`config.mk`:
```
export PLATFORM = sky130hd
export DESIGN_NAME = fetch_unit
export DESIGN_NICKNAME = d
export VERILOG_FILES = /design/src/rtl/fetch_unit_pkg.sv /design/src/rtl/inst_queue.sv /design/src/rtl/fetch_unit.sv
export SDC_FILE = /design/constraint.sdc
export NUM_CORES = 1
export LEC_CHECK = 0
export ABC_AREA = 1
export ABC_CLOCK_PERIOD_IN_PS = 5500
export CAP_MARGIN = 30
export CORE_AREA = 10 10 148 184
export DETAILED_ROUTE_END_ITERATION = 7
export DIE_AREA = 0 0 158 194
export GPL_TIMING_DRIVEN = 1
export HOLD_SLACK_MARGIN = 0.06
export PLACE_DENSITY_LB_ADDON = 0.12
export SYNTH_ARGS = -nofsm -noshare
export SYNTH_HDL_FRONTEND = slang
export SYNTH_SLANG_ARGS = --single-unit
```
`constraint.sdc`:
```
create_clock -name clk -period 5.5 [get_ports clk]
set_input_delay 1.1 -clock clk [delete_from_list [all_inputs] [get_ports clk]]
set_output_delay 1.1 -clock clk [all_outputs]
set_load 0.03 [all_outputs]
```
`src/rtl/fetch_unit_pkg.sv`:
```
// fetch_unit_pkg: shared widths, FSM encodings and queue entry type for the fetch stage
//   word_t / byte_t / inst_t : word, RAM data and instruction widths
//   fetch_state_e            : FETCH_IDLE, FETCH_BUSY (byte walk), FETCH_LAST (final byte + push)
//   queue_entry_t            : {pc, inst} as held by inst_queue
package fetch_unit_pkg;
  localparam int WORD_W = 32;
  localparam int RAM_DATA_W = 8;
  localparam int INST_W = 32;
  typedef logic [WORD_W-1:0] word_t;
  typedef logic [RAM_DATA_W-1:0] byte_t;
  typedef logic [INST_W-1:0] inst_t;
  localparam word_t ZERO_WORD = '0;
  typedef enum logic [1:0] {
    FETCH_IDLE = 2'd0,
    FETCH_BUSY = 2'd1,
    FETCH_LAST = 2'd2
  } fetch_state_e;
  typedef struct packed {
    word_t pc;
    inst_t inst;
  } queue_entry_t;
  function automatic word_t align_word(input word_t a);
    return {a[WORD_W-1:2], 2'b00};
  endfunction
endpackage

```
`src/rtl/inst_queue.sv`:
```
// inst_queue: first-word-fall-through FIFO of {pc, inst} entries
//   clk, rst (async, active-low) ; push/din write ; pop consumes head ; clear empties
//   head is a combinational read of the oldest entry ; valid/full/count report occupancy
module inst_queue
  import fetch_unit_pkg::*;
#(
  parameter int DEPTH = 4
) (
  input  logic                     clk,
  input  logic                     rst,
  input  logic                     push,
  input  logic                     pop,
  input  logic                     clear,
  input  queue_entry_t             din,
  output queue_entry_t             head,
  output logic                     valid,
  output logic                     full,
  output logic [$clog2(DEPTH):0]   count
);
  localparam int AW = $clog2(DEPTH);
  localparam int CW = AW + 1;
  queue_entry_t mem [DEPTH];
  logic [AW-1:0] rd_ptr, wr_ptr;
  logic do_push, do_pop;
  assign valid = count != '0;
  assign full = count == CW'(DEPTH);
  assign do_pop = pop & valid & ~clear;
  // a write into a full queue is only legal when the head leaves in the same cycle
  assign do_push = push & (~full | do_pop) & ~clear;
  assign head = mem[rd_ptr];
  always_ff @(posedge clk) begin
    if (do_push) mem[wr_ptr] <= din;
  end
  always_ff @(posedge clk or negedge rst) begin
    if (!rst) begin
      rd_ptr <= '0;
      wr_ptr <= '0;
      count <= '0;
    end else if (clear) begin
      rd_ptr <= '0;
      wr_ptr <= '0;
      count <= '0;
    end else begin
      if (do_push) wr_ptr <= wr_ptr + 1'b1;
      if (do_pop) rd_ptr <= rd_ptr + 1'b1;
      count <= count + CW'(do_push) - CW'(do_pop);
    end
  end
endmodule

```
`src/rtl/fetch_unit.sv`:
```
// fetch_unit: byte-serial instruction fetch assembling little-endian words into a PC-tagged queue
//   clk, rst (async, active-low)
//   mc_ready_in, mc_rw_signal_out, mc_address_out, mc_data_in : memory controller read port
//   flush_in, flush_pc_in : redirect to a word-aligned target, emptying the queue
//   inst_valid_out, inst_out, inst_pc_out, dec_ready_in : FWFT head towards the decoder
module fetch_unit
  import fetch_unit_pkg::*;
#(
  parameter word_t RESET_PC = ZERO_WORD,
  parameter int QUEUE_DEPTH = 4
) (
  input  logic  clk,
  input  logic  rst,
  input  logic  mc_ready_in,
  output logic  mc_rw_signal_out,
  output word_t mc_address_out,
  input  byte_t mc_data_in,
  input  logic  flush_in,
  input  word_t flush_pc_in,
  output logic  inst_valid_out,
  output word_t inst_out,
  output word_t inst_pc_out,
  input  logic  dec_ready_in
);
  localparam int CW = $clog2(QUEUE_DEPTH) + 1;
  fetch_state_e state;
  logic [1:0] idx;
  word_t fetch_pc;
  logic [2:0][RAM_DATA_W-1:0] lanes;
  logic push, pop, q_full, room_after, can_start;
  logic [CW-1:0] q_count, post_count;
  queue_entry_t q_head;
  assign push = state == FETCH_LAST && mc_ready_in && !flush_in;
  assign pop = inst_valid_out & dec_ready_in & ~flush_in;
  assign post_count = q_count + CW'(push) - CW'(pop);
  assign room_after = post_count < CW'(QUEUE_DEPTH);
  // a pop this cycle frees a slot, so a full queue may still start fetching
  assign can_start = mc_ready_in & (~q_full | pop);
  assign mc_rw_signal_out = 1'b0;
  assign mc_address_out = state == FETCH_BUSY ? fetch_pc + {30'd0, idx} : fetch_pc;
  assign inst_out = q_head.inst;
  assign inst_pc_out = q_head.pc;
  always_ff @(posedge clk or negedge rst) begin
    if (!rst) begin
      state <= FETCH_IDLE;
      idx <= '0;
      fetch_pc <= RESET_PC;
      lanes <= '0;
    end else if (flush_in) begin
      state <= FETCH_IDLE;
      idx <= '0;
      fetch_pc <= align_word(flush_pc_in);
    end else begin
      case (state)
        FETCH_IDLE: begin
          if (can_start) begin
            state <= FETCH_BUSY;
            idx <= '0;
          end
        end
        FETCH_BUSY: begin
          if (!mc_ready_in) state <= FETCH_IDLE;
          else begin
            // data for byte idx-1 arrives while byte idx is being addressed
            lanes <= idx == 2'd1 ? {lanes[2:1], mc_data_in} :
                     idx == 2'd2 ? {lanes[2], mc_data_in, lanes[0]} :
                     idx == 2'd3 ? {mc_data_in, lanes[1:0]} : lanes;
            if (idx == 2'd3) state <= FETCH_LAST;
            else idx <= idx + 2'd1;
          end
        end
        FETCH_LAST: begin
          if (!mc_ready_in) state <= FETCH_IDLE;
          else begin
            fetch_pc <= fetch_pc + 32'd4;
            idx <= '0;
            state <= room_after ? FETCH_BUSY : FETCH_IDLE;
          end
        end
        default: state <= FETCH_IDLE;
      endcase
    end
  end
  inst_queue #(.DEPTH(QUEUE_DEPTH)) u_queue (
    .clk   (clk),
    .rst   (rst),
    .push  (push),
    .pop   (pop),
    .clear (flush_in),
    .din   ('{pc: fetch_pc, inst: {mc_data_in, lanes}}),
    .head  (q_head),
    .valid (inst_valid_out),
    .full  (q_full),
    .count (q_count)
  );
endmodule

```
After elaboration in Yosys (flattened, before gate mapping)
Memories as Yosys holds them, arrays and structs flattened.
Index checks and enable logic that the tools add are counted.

word-level totals
  register bits after elaboration = 67
  memory bits (writable) = 256
  bits of input ports = 45
  output and inout bits = 98
  logic and storage cells = 86
  memories kept = 1

cells by class
  add/sub/neg operators = 9
  magnitude comparators = 1
  eq/ne operators = 11
  muxes and demuxes = 26
  bitwise gates (word level) = 13
  reductions and logical operators = 16

memory list
  name         depth  width  rd ports  clocked after Yosys merged registers in  wr ports  RTL line          RTL
  u_queue.mem  4      64     1         0                                        1         inst_queue.sv:22  queue_entry_t mem [DEPTH];

operator list
  cell                     count
  $mux W32                 4
  $add A32 B2 Y32          1
  $add A32 B3 Y32 const B  1
  $mux W2                  13
  $mux W16                 1
  $ne A3 B3 Y1 const B     4
  $pmux W2 S3              2
  $reduce_and A5 Y1        2
  $mux W8                  1
  $reduce_bool A2 Y1       4
  $and A1 B1 Y1            7
  $add A2 B1 Y2 const B    3
  $add A3 B1 Y3            2
  $eq A2 B2 Y1 const B     3
  $reduce_and A6 Y1        1
  $sub A3 B1 Y3            2
  $eq A2 B1 Y1 const B     2
  $mux W1                  4
  $ne A4 B3 Y1 const B     1
  $not A1 Y1               4
  $reduce_and A2 Y1        2
  $reduce_and A4 Y1        1
  $reduce_bool A4 Y1       1
  $eq A3 B3 Y1 const B     1
  7 further kinds          9

Logic depth before layout (Yosys ltp)
Gate-level depths: netlist of the first run.

  depth in word-level cells = 11
  mapped depth = 16

Modules after synthesis
A second synthesis of the first run with hierarchy kept.

unflattened totals
  cells, all modules = 1231
  area total of the unflattened synthesis = 13663.1 sq um

modules (own cells, without submodules)
  module      instances  cells an instance  area each (sq um)
  inst_queue  1          675                9905.8
  fetch_unit  1          556                3757.4

Worst setup path after synthesis of the first run
Ideal clock, no wire load.

  path kind = in2reg
  start = in flush_in
  end = mem u_queue.mem[0][0] in the netlist's numbering, enable pin
  setup time = 0.482 ns
  data arrival time = 4.311 ns
  data required time = 5.018 ns
  path slack = 0.707 ns
  stages on the path = 6
  buffers on the path = 1
  cells stage by stage = buf_2 nor2_2 nand2_2 inv_2 nand2_2 nor2_1

between the ends
  longest elaborated chain between the ends = 9
  elaborated cells on any way between the ends = 11
  those cells by class = mux (2); bitwise (7); reduce/logical (2)

RTL lines
  element                          RTL line          RTL
  from (decl)                      fetch_unit.sv:18  input logic flush_in,
  $not A1 Y1 (no line)             --
  $and A1 B1 Y1                    fetch_unit.sv:34  assign pop = inst_valid_out & dec_ready_in & ~flush_in;
  $and A1 B1 Y1 (2 in a row)       inst_queue.sv:27  assign do_pop = pop & valid & ~clear;
  $or A1 B1 Y1                     inst_queue.sv:29  assign do_push = push & (~full | do_pop) & ~clear;
  $and A1 B1 Y1                    inst_queue.sv:29
  $and A1 B1 Y1 *                  inst_queue.sv:29
  $mux W1 *                        inst_queue.sv:32  if (do_push) mem[wr_ptr] <= din;
  $mux W1 (implied by the code) *  inst_queue.sv:32
  to (decl)                        inst_queue.sv:22

Mark *: on every way between the ends. The rest lies on a longest branch, timed or not.

Worst setup path in the final report of the first run
  start = reg u_queue.rd_ptr[0]
  end = out inst_pc_out[10]

between the ends
  longest elaborated chain between the ends = 1

RTL lines
  element                 RTL line          RTL
  from (decl)             inst_queue.sv:23  logic [AW-1:0] rd_ptr, wr_ptr;
  from (signal assigned)  inst_queue.sv:45  if (do_pop) rd_ptr <= rd_ptr + 1'b1;
  $mem_v2 Z4 W64          --
  to (decl)               fetch_unit.sv:22  output word_t inst_pc_out,

No other way between the ends.

==> flow_metrics.tcl, run 1 <==
set metrics [dict create \
    place_area_um2 14800 \
    cpMaxStageDelayCell "clkinv_2" \
    setup_viol 0 \
    stdcell_count 1604 \
    drc 0 \
    yosysWarnings 0 \
    relSlewSlack_pct 44.6 \
    seq_area_frac_synth_pct 68.4 \
    dieArea_um2 30700 \
    tns_ns 0 \
    cts.sinks 313 \
    io_buffers 137 \
    synth.area.top_cells "edfxtp_1 56%, dfrtp_1 12%, nor2_1 5.7%" \
    fin_skew_ns 0.0151 \
    hp-class "in2async" \
    die_w_um 158 \
    clockBufferDepth 3 \
    postCtsHoldBufs 0 \
    ant_nets 0 \
    synth.top_cells.by_count "248 x edfxtp_1, 200 x nor2_1, 176 x nand2_1" \
    antenna_cells 0 \
    synth.top_cell.area_share_pct 56.1 \
    switchingPower_mw 1.99 \
    timing.fmax_mhz 229 \
    grt_pass1_vias 8881 \
    num_vias 8969 \
    synth_edf_count 248 \
    preCtsSetupSlack_ns 1.61 \
    maxSlewViolCount 0 \
    final_core_util_pct 67.1 \
    cts_buffers 29 \
    setup.worst_path.start "u_queue.rd_ptr[0]$_DFFE_PN0P_" \
    post_cts_buffers 0 \
    power.leakage_nw 5.88 \
    async_flop_share_pct 20.8 \
    cts_resized 0 \
    critical_path_class "reg2out" \
    ys_ff_latch 313 \
    syn_avg_cell_area_um2 11.2 \
    p_clk_share_pct 30.9 \
    synthFlopType "edfxtp_1" \
    antenna_found_initial 0 \
    combPwrFrac_pct 24.7 \
    slowest_delay_ns 0.69 \
    start_util_pct 56.3 \
    internal-power_mw 4.43 \
    power_density_nw_per_um2 406 \
    area.growth.synth_to_final_pct 19.2 \
    fill_cells 1788 \
    synth_area_leader_cell "edfxtp_1" \
    via_per_inst 5.59 \
    placedCellCount 1550 \
    clock_latency_ns 0.54 \
    status "finished clean" \
    cts-root-buf "clkbuf_16" \
    hold_ws_ns 0.505 \
    grt_start_max_net_pins 103 \
    critPathLaunchType "flop" \
    crit_family "buffers and inverters" \
    dr.pass1.iters 5 \
    syn-cell-area_um2 13300 \
    worst_ep_arrival_time_ns 3.27 \
    path_buf_inv 3 \
    timing.rr.start "state[1]$_DFFE_PN0P_" \
    first_iter_violations 586 \
    fin_crit_sh_pct 79.5 \
    nNetsFinal 1348 \
    path_cells "clkinv_2 > buf_4 > o21ai_0 > o22ai_1 > clkdlybuf4s50_1" \
    tightest_slew_ns 0.831 \
    htreeDepth 1 \
    swShare_pct 31.0 \
    num_io_pins 143 \
    clk_pin_slew_ns 0.07 \
    hold_violations 0 \
    rows 63 \
    setup_slack_ns 1.13 \
    yosysMostFrequentCell "edfxtp_1" \
    die_h_um 194 \
    grt_pass1_wl_mm 47.4 \
    max-vdd-ir-drop_mv 0.298 \
    hpwl_mm 19.2 \
    cp.required_ns 4.40 \
    cts_tree "done" \
    cap_violations 0 \
    drive_gt1_share_pct 9.60 \
    gr-total-overflow 0 \
    design_area_um2 15800 \
    yosysUniqueCellTypes 38 \
    rsz0062_at_grt "no" \
    track_usage_pct 19.5 \
    finalCriticalPeriod_ns 4.37 \
    design_power_total_mw 6.42 \
    path_max_fanout 58 \
    coreArea_um2 23600 \
    synthCells 1189 \
    place.gp.congestion 0.880 \
    drt-total-wl_mm 30.3 \
    pwr-share-seq_pct 44.4 \
    end_kind "primary output" \
    wl_per_cell_um 18.9 \
]
power by group through the flow:
| stage | combinational [mW] | sequential, mW | clock, mW |
|---|---|---|---|
| 2_1_floorplan | 1.02 | 2.82 | 0 |
| 3_3_place_gp | 1.56 | 2.89 | 0 |
| 3_5_place_dp | 1.58 | 2.90 | 0 |
| 4_1_cts | 1.59 | 2.85 | 2.02 |
| 5_1_grt | 1.71 | 2.87 | 2.11 |
| 6_report | 1.58 | 2.85 | 1.99 |
layer usage:
metal | track usage [%] | vias to the layer above | wire length (um)
met2 | 34.4 | 253 | 15900
met3 | 3.17 | 53 | 1600
li1 | - | 4294 | -
met1 | 23.1 | 4369 | 11900
met5 | 0 | - | 0
met4 | 7.19 | 0 | 868
flip-flops by register name, summed over array words and instances, names as in the netlist:
name,cells
fetch_pc,30
idx,2
lanes,24
state,2
u_queue.count,3
u_queue.mem,248
u_queue.rd_ptr,2
u_queue.wr_ptr,2
final cells by class:
cell class                 count  area (um2)  area share [%]
clock inverter                21         213            1.34
sequential                   313        9080            57.4
timing repair buffer         154        1570            9.93
clock buffer                  32         737            4.66
multi-input combinational    721        3590            22.7
tap                          292         365            2.31
inverter                      71         268            1.69
worst register-to-register path: stages, from the launching register on:
cell     delay (ns)
dfrtp_1        0.42
inv_2          0.07
nor2_4         0.13
nand2_2        0.17
inv_2          0.30
nand2_2        0.24
nor2_4         0.58
buf_12         0.29
final timing paths:
check / slack (ns) / cells after the start / endpoint
worst min-delay path: 0.50 / 1 / fetch_pc[30]$_DFFE_PN0P_
worst min register to register: 0.50 / 0 / u_queue.mem[3][16]$_DFFE_PP_
worst max register to register: 2.98 / 7 / u_queue.mem[2][10]$_DFFE_PP_
worst max-delay path: 1.13 / 5 / inst_pc_out[10]
max in group asynchronous: 3.93 / 2 / u_queue.rd_ptr[0]$_DFFE_PN0P_
min in group clk: 0.51 / 0 / u_queue.mem[3][16]$_DFFE_PP_
cells in the final DEF, fill, tap and decap left out, drive strengths merged:
cell type,n
xnor2,4
clkdlybuf4s50,136
fa,1
inv,67
ha,12
o22ai,62
a21oi,16
buf,18
a22o,1
xor2,3
o211ai,8
clkinv,19
a31oi,1
o311ai,1
clkinvlp,2
conb,3
edfxtp,248
o21ai,158
dfrtp,65
nor2,215
nand3,45
bufinv,4
nor3,3
o21bai,3
clkbuf,32
nand3b,1
or2,1
nand2,183
cell families after synthesis:
logic type                 count (synthesis)  share of synthesized area [%]
and+or+nand+nor                          448                           14.2
DFF                                      313                           68.4
AOI/OAI and AO/OA                        250                           10.7
buffers and inverters                    157                           4.91
adders and majority gates                 13                           1.28
xor gates and xnor gates                   7                          0.462
other                                      1                         0.0282
Power figures use the tool's default switching activity.
==> run 2, diff against run 1 <==
ABC_CLOCK_PERIOD_IN_PS = 4200   (was 5500)
clock period = 4.2 ns   (was 5.5 ns; I/O delays follow)
==> flow_metrics.tcl, run 2 (same netlist as run 1, synthesis figures left out) <==
set metrics [dict create \
    status "finished clean" \
    finalCriticalPeriod_ns 3.73 \
    crit_family "buffers and inverters" \
    timing.fmax_mhz 268 \
    cap_violations 0 \
    gr-total-overflow 0 \
    post_cts_buffers 0 \
    slowest_delay_ns 0.59 \
    coreArea_um2 23600 \
    design_power_total_mw 8.52 \
    max-vdd-ir-drop_mv 0.339 \
    dr.pass1.iters 5 \
    cts-root-buf "clkbuf_16" \
    first_iter_violations 664 \
    drive_gt1_share_pct 13.3 \
    drc 0 \
    hp-class "in2async" \
    reg_top3 "u_queue.mem x248, fetch_pc x30, lanes x24" \
    cpMostUsedCell "buf_4" \
    fin_skew_ns 0.00819 \
    cpMaxStageDelayCell "buf_4" \
    placedCellCount 1553 \
    io_buffers 137 \
    cts_resized 0 \
    end_kind "primary output" \
    htreeDepth 1 \
    tightest_slew_ns 0.766 \
    area.growth.synth_to_final_pct 18.9 \
    ant_nets 0 \
    dieArea_um2 30700 \
    rows 63 \
    relSlewSlack_pct 48.9 \
    stdcell_count 1610 \
    path_buf_inv 3 \
    place.gp.congestion 0.871 \
    power.leakage_nw 5.97 \
    path_cells "buf_4 > buf_4 > o21ai_0 > o22ai_1 > buf_4" \
    num_io_pins 143 \
    fill_cells 1779 \
    start_util_pct 56.3 \
    preCtsSetupSlack_ns 0.760 \
    power_density_nw_per_um2 540 \
    antenna_found_initial 1 \
    clockBufferDepth 3 \
    cp.required_ns 3.36 \
    critPathLaunchType "flop" \
    die_h_um 194 \
    drt-total-wl_mm 30.5 \
    cts_tree "done" \
    largest_reg_flops 248 \
    postCtsHoldBufs 0 \
    hpwl_mm 19.4 \
    critical_path_class "reg2out" \
    grt_start_max_net_pins 77 \
    fin_crit_sh_pct 88.9 \
    final_common_cell "edfxtp_1" \
    rsz0062_at_grt "no" \
    wl_per_cell_um 18.9 \
    tns_ns 0 \
    largest-register "u_queue.mem" \
    hold_violations 0 \
    maxSlewViolCount 0 \
    grt_pass1_wl_mm 48.5 \
    final_cell_mix "248 x edfxtp_1, 196 x nor2_1, 176 x nand2_1, 134 x o21ai_0, 90 x clkdlybuf4s50_1" \
    ff_latch_area_um2 9080 \
    via_per_inst 5.58 \
    clock_latency_ns 0.55 \
    nNetsFinal 1351 \
    grt_pass1_vias 8974 \
    worst_ep_arrival_time_ns 2.89 \
    clk_pin_slew_ns 0.07 \
    setup_viol 0 \
    multiInputGateArea_um2 3590 \
    die_w_um 158 \
    setup_slack_ns 0.468 \
    cts_buffers 30 \
    path_max_fanout 76 \
    track_usage_pct 19.9 \
    cts.sinks 313 \
    num_vias 8980 \
]
-- run 2: changes by cell type in the layout (fill, tap and decap cells not counted), moves of 2 or more --
cell and change:
clkbuf_16 +2, buf_4 +49, clkdlybuf4s50_1 -46, clkinv_2 -2
-- run 2: cell type report --
type | count | share of cell area, %
clock inverter | 20 | 1.45
tap | 292 | 2.31
sequential | 313 | 57.5
multi-input combinational | 721 | 22.7
antenna | 1 | 0.0159
clock buffer | 36 | 5.10
inverter | 71 | 1.70
timing repair buffer | 156 | 9.19
-- run 2: path summary, 6_finish.rpt --
path / endpoint / depth (start not counted) / start / slack [ns]
worst min-delay path: fetch_pc[29]$_DFFE_PN0P_ / 1 / rst / 0.22
worst max-delay path: inst_pc_out[19] / 5 / u_queue.rd_ptr[0]$_DFFE_PN0P_ / 0.47
min in group clk: u_queue.mem[2][23]$_DFFE_PP_ / 0 / lanes[23]$_DFFE_PN0P_ / 0.52
max in group asynchronous: lanes[4]$_DFFE_PN0P_ / 2 / rst / 3.31
worst min register to register: u_queue.mem[2][23]$_DFFE_PP_ / 0 / lanes[23]$_DFFE_PN0P_ / 0.52
worst max register to register: u_queue.mem[2][3]$_DFFE_PP_ / 7 / state[1]$_DFFE_PN0P_ / 1.81
-- run 2: per-layer routing --
layer,wire (um),global-route usage [%],up-vias
met5,0,0,-
met4,793,5.93,0
met3,1660,3.60,58
met2,16000,35.2,258
met1,12100,23.8,4356
li1,-,-,4308
-- run 2: report_power, final --
group	switching [mW]	total, mW	internal, mW
Sequential	0.189	3.71	3.52
Combinational	1.33	2.02	0.684
Clock	1.12	2.79	1.67
-- run 2: metrics by stage --
stage | util (%) | hold WS (ns) | area, um2
4_1_cts | 67.0 | 0.205 | 15800
2_1_floorplan | - | 0.471 | 13300
5_1_grt | 67.0 | 0.228 | 15800
3_3_place_gp | 62.4 | 0.494 | 14700
3_5_place_dp | 62.6 | 0.500 | 14800
6_report | 67.0 | 0.219 | 15800
